--- config.mk ---
export PLATFORM = sky130hd
export DESIGN_NAME = fifo_rr_arbiter
export DESIGN_NICKNAME = d
export VERILOG_FILES = /design/src/rtl/fifo_rr_arbiter.sv
export SDC_FILE = /design/constraint.sdc
export NUM_CORES = 1
export LEC_CHECK = 0
export BUFFER_PORTS_ARGS = -buffer_cell sky130_fd_sc_hd__buf_2
export CAP_MARGIN = 20
export CORE_MARGIN = 8
export CORE_UTILIZATION = 41
export CTS_CLUSTER_SIZE = 25
export DETAILED_ROUTE_END_ITERATION = 7
export PLACE_DENSITY = 0.78
export REMOVE_ABC_BUFFERS = 1
export SYNTH_ARGS = -nofsm -noshare
export SYNTH_HDL_FRONTEND = slang
export SYNTH_SLANG_ARGS = --single-unit
--- constraint.sdc ---
create_clock -name clk -period 1.4 [get_ports clk]
set_clock_uncertainty 0.1 [all_clocks]
set_input_delay 0.28 -clock clk [delete_from_list [all_inputs] [get_ports clk]]
set_output_delay 0.28 -clock clk [all_outputs]
set_load 0.005 [all_outputs]
--- src/rtl/fifo_rr_arbiter.sv ---
// Round-robin arbiter between four channel FIFOs and one output FIFO.
// Each cycle it pops one word from a non-empty channel. One cycle later it
// captures that word and writes it, registered, into the output FIFO.
module fifo_rr_arbiter #(
   parameter int DATA_SIZE = 6,
   parameter int CNT_SIZE  = 8
) (
   input  logic                 clk,
   input  logic                 reset_L,
   input  logic [3:0]           fifo_empty,
   input  logic [DATA_SIZE-1:0] data_in0,
   input  logic [DATA_SIZE-1:0] data_in1,
   input  logic [DATA_SIZE-1:0] data_in2,
   input  logic [DATA_SIZE-1:0] data_in3,
   input  logic                 down_pause,
   input  logic                 down_full,
   output logic [3:0]           pop,
   output logic [DATA_SIZE-1:0] data_out,
   output logic                 push_out,
   output logic [1:0]           grant_ch,
   output logic [CNT_SIZE-1:0]  word_count
);

   logic [1:0]           r_last_grant;
   logic [1:0]           r_sel_q;
   logic                 r_pv;
   logic [DATA_SIZE-1:0] r_data_out;
   logic                 r_push_out;
   logic [1:0]           r_grant_ch;
   logic [CNT_SIZE-1:0]  r_word_count;

   logic                 w_go;
   logic [1:0]           w_sel;
   logic [1:0]           w_idx;
   logic                 w_found;
   logic [DATA_SIZE-1:0] w_data_sel;

   // A new pop is only issued when the output FIFO has room and some channel has data.
   assign w_go = !down_pause && !down_full && (fifo_empty != 4'b1111);

   // Search order starts just after the last grant; last_grant itself is checked last.
   always_comb begin
      w_sel   = r_last_grant;
      w_idx   = r_last_grant;
      w_found = 1'b0;
      for (int i = 1; i <= 4; i++) begin
         w_idx = r_last_grant + 2'(i);
         if (!w_found && !fifo_empty[w_idx]) begin
            w_sel   = w_idx;
            w_found = 1'b1;
         end
      end
   end

   // One-hot pop strobe; held low during reset so nothing is read from the channels.
   always_comb begin
      pop = 4'b0000;
      if (reset_L && w_go) begin
         pop[w_sel] = 1'b1;
      end
   end

   // The channel FIFO presents its word the cycle after the pop, selected by sel_q.
   always_comb begin
      w_data_sel = data_in0;
      case (r_sel_q)
         2'd0:    w_data_sel = data_in0;
         2'd1:    w_data_sel = data_in1;
         2'd2:    w_data_sel = data_in2;
         default: w_data_sel = data_in3;
      endcase
   end

   // Pop stage: remember who was granted and mark the word as in flight.
   always_ff @(posedge clk or negedge reset_L) begin
      if (!reset_L) begin
         r_last_grant <= 2'd3;
         r_sel_q      <= 2'd0;
         r_pv         <= 1'b0;
      end else begin
         r_pv <= w_go;
         if (w_go) begin
            r_last_grant <= w_sel;
            r_sel_q      <= w_sel;
         end
      end
   end

   // Push stage: capture the popped word and write it to the output FIFO.
   always_ff @(posedge clk or negedge reset_L) begin
      if (!reset_L) begin
         r_data_out   <= '0;
         r_push_out   <= 1'b0;
         r_grant_ch   <= 2'd0;
         r_word_count <= '0;
      end else begin
         r_push_out <= r_pv;
         if (r_pv) begin
            r_data_out   <= w_data_sel;
            r_grant_ch   <= r_sel_q;
            r_word_count <= r_word_count + CNT_SIZE'(1);
         end
      end
   end

   assign data_out   = r_data_out;
   assign push_out   = r_push_out;
   assign grant_ch   = r_grant_ch;
   assign word_count = r_word_count;

endmodule

==> metrics.csv <==
metric;value;unit
status;finished with violations;
violations;negative setup slack;
grt_overflow;0;
clk_latency;0.31;ns
hold_class;in2reg;
fp.dieH;68.8;µm
dpl.hpwl;2290;µm
ir_drop;1120;µV
power;3.05;mW
required;1.02;ns
placed_area;1490;µm²
synth.distinct_cells;29;
ioPinCount;53;
io_buffers;52;
synthAdderAreaFrac;0.0109;
drtPass1Iterations;4;
cts.sinks;22;
setup_slack;-0.653;ns
clock.fmax;487;MHz
cts_max_path_buffers;2;
diodes;0;
regToRegEndpoint;r_sel_q[0]$_DFFE_PN0N_;
route.vias.total;951;
start_kind;flip-flop;
pwr_density_cell;1840;nW/µm²
synth_enable_flop_cells;0;
yosysSeqAreaShare;0.484;
synth_top_area_cell;dfrtp_1;
synth_top_family_by_area;multiplexers;
synth_compound_area_frac;0.0427;
fin_crit;2.05;ns
wl_met3;273;µm
reg2reg_depth;7;
die_width;68.8;µm
yosys_most_used_dff;dfrtp_1;
endpoint_kind;primary output;
grt_usage;0.133;
rows;19;
rrSetupSlack;-0.43;ns
ys_warn_count;0;
antenna_left;0;
tightest_slew;0.436;ns
holdPathEnd;r_pv$_DFF_PN0_;
synth_xor_area_frac;0.0536;
hold_viol;0;
die_area;4740;µm²
rsz0062_at_grt;yes;
area_growth_syn_to_layout;45.1;%
path_class;reg2out;
drt-initial-drc-count;30;
setup_tns;-3.82;ns
drive_gt1_frac;0.669;
ctsHtreeMaxLevel;1;
p_leak;0.810;nW
cp_max_fo;5;
grt_antenna_before_repair;0;
grt_max_degree;23;
ys_top_cells_by_area;dfrtp_1, mux4_2, mux2_2;
synthSimpleGateAreaFrac;0.142;
min_path_cells;3;
routed.top_layer;met4;
synthMuxAreaShare;0.243;
worst_ep_arrival_time;1.67;ns
wl;3030;µm
synth_area_per_cell;13.6;µm²
routed_via_density;5.23;
synth.ff_latch_count;22;
syn_area;1140;µm²
dr_wl_met2;1480;µm
globalplace.congestion;0.804;
core;2710;µm²
synth_top_area_frac;0.438;
final_core_util;0.612;
hold_start;down_pause;
timing.rr.start;r_last_grant[1]$_DFFE_PN1N_;
maxSlewViolCount;0;
cts-root-buf;clkbuf_4;
syn_inst;84;
setup_violations;12;
initial_core_util;0.422;
avgRoutedWirePerCell;16.6;µm
nNetsFinal;185;
cts-buffers-inserted;3;
fin_area;1660;µm²
clkTransAtPathRegs;0.13;ns
met1_length;1260;µm
async_flop_share;1.00;
cts_tree;done;
drc_errors;0;
max_cap_viol_count;0;
grt_pass1_wl;4840;µm
grt_pass1_vias;1079;
timing.final.crit_share;1.47;
maxSlewHeadroom;0.709;
## layout make-up
type,instances,area (µm²)
flip-flops and latches,22,554
multi-input cells,59,618
fillers,231,1050
clock buffers,3,22.5
well taps,31,38.8
repair buffers,66,395
clock inverters,1,30.0
## report_power, final
group | switching [mW] | internal [mW] | total (mW)
registers | 0.276 | 0.915 | 1.19
clock network | 0.203 | 0.289 | 0.492
logic | 0.481 | 0.885 | 1.37
total | 0.960 | 2.09 | 3.05
## sequential cells by signal, summed over array words and instances, names as in the netlist
name / cells
word_count: 8
data_out: 6
grant_ch: 2
r_last_grant: 2
r_sel_q: 2
push_out: 1
r_pv: 1
## worst max-delay path by stage
stage,end,start,slack (ns),depth (start not counted)
after global placement,pop[0],r_last_grant[1]$_DFFE_PN1N_,-0.26,6
after global routing,pop[2],r_last_grant[1]$_DFFE_PN1N_,-0.72,6
after detailed placement,pop[0],r_last_grant[1]$_DFFE_PN1N_,-0.38,6
after floorplan,pop[1],r_last_grant[1]$_DFFE_PN1N_,-0.13,4
after CTS,pop[0],r_last_grant[1]$_DFFE_PN1N_,-0.65,6
final,pop[0],r_last_grant[0]$_DFFE_PN1N_,-0.65,5
## per-stage QoR
step | instances | worst slack, ns | hold slack [ns]
4_1_cts | 181 | -0.646 | 0.188
2_1_floorplan | 81 | -0.130 | -0.116
3_3_place_gp | 172 | -0.255 | 0.210
3_5_place_dp | 172 | -0.375 | 0.220
5_1_grt | 182 | -0.721 | 0.199
6_report | 182 | -0.653 | 0.199
## cells by family after synthesis
logic type      count (synthesis)
xor+xnor                        7
buf+inv                         3
compound gates                  7
flops                          22
mux                            18
simple gates                   26
fa+ha+maj                       1
## placed cells by master (no fill, tap or decap), types with 2 or more instances in the layout
cell,count
buf_2,52
dfrtp_1,19
buf_4,8
mux2_4,7
mux4_2,6
mux2_2,5
nor2_1,4
nand2_1,4
xnor2_1,4
buf_6,4
nand4_1,3
xor2_1,3
clkbuf_4,3
nor2b_1,2
o21ai_1,2
nor3_2,2
nor3b_2,2
dfstp_2,2
## cell usage after synthesis, types with 2 or more instances
cell / instances
o21ai_1: 2
nor2b_1: 3
dfrtp_1: 20
xnor2_1: 4
nor2_1: 5
nand2_1: 4
mux4_2: 6
buf_6: 2
mux2_4: 2
nor3b_2: 2
mux2_2: 10
xor2_1: 3
nand4_1: 3
nor3_1: 2
dfstp_2: 2
## worst max-delay path, cell delays in order (launching register included)
cell and delay, ns:
dfstp_2 0.60, a21boi_2 0.16, o21ai_1 0.10, o311a_1 0.19, nor3_2 0.18, buf_2 0.13
## routing by layer
metal | track usage | vias up
li1 | - | 444
met1 | 0.155 | 463
met2 | 0.229 | 42
met3 | 0.0436 | 2
met4 | 0.0376 | 0
met5 | 0 | -
## timing repair
| action | CTS | global route |
|---|---|---|
| buffers inserted | 4 | 1 |
| gates resized for setup | 13 | 5 |
| setup endpoints to repair | 14 | 14 |
| hold endpoints to repair | 20 | 0 |
| pin swaps | 4 | 3 |
| hold buffers | 1 | 0 |
Power figures use the tool's default switching activity.
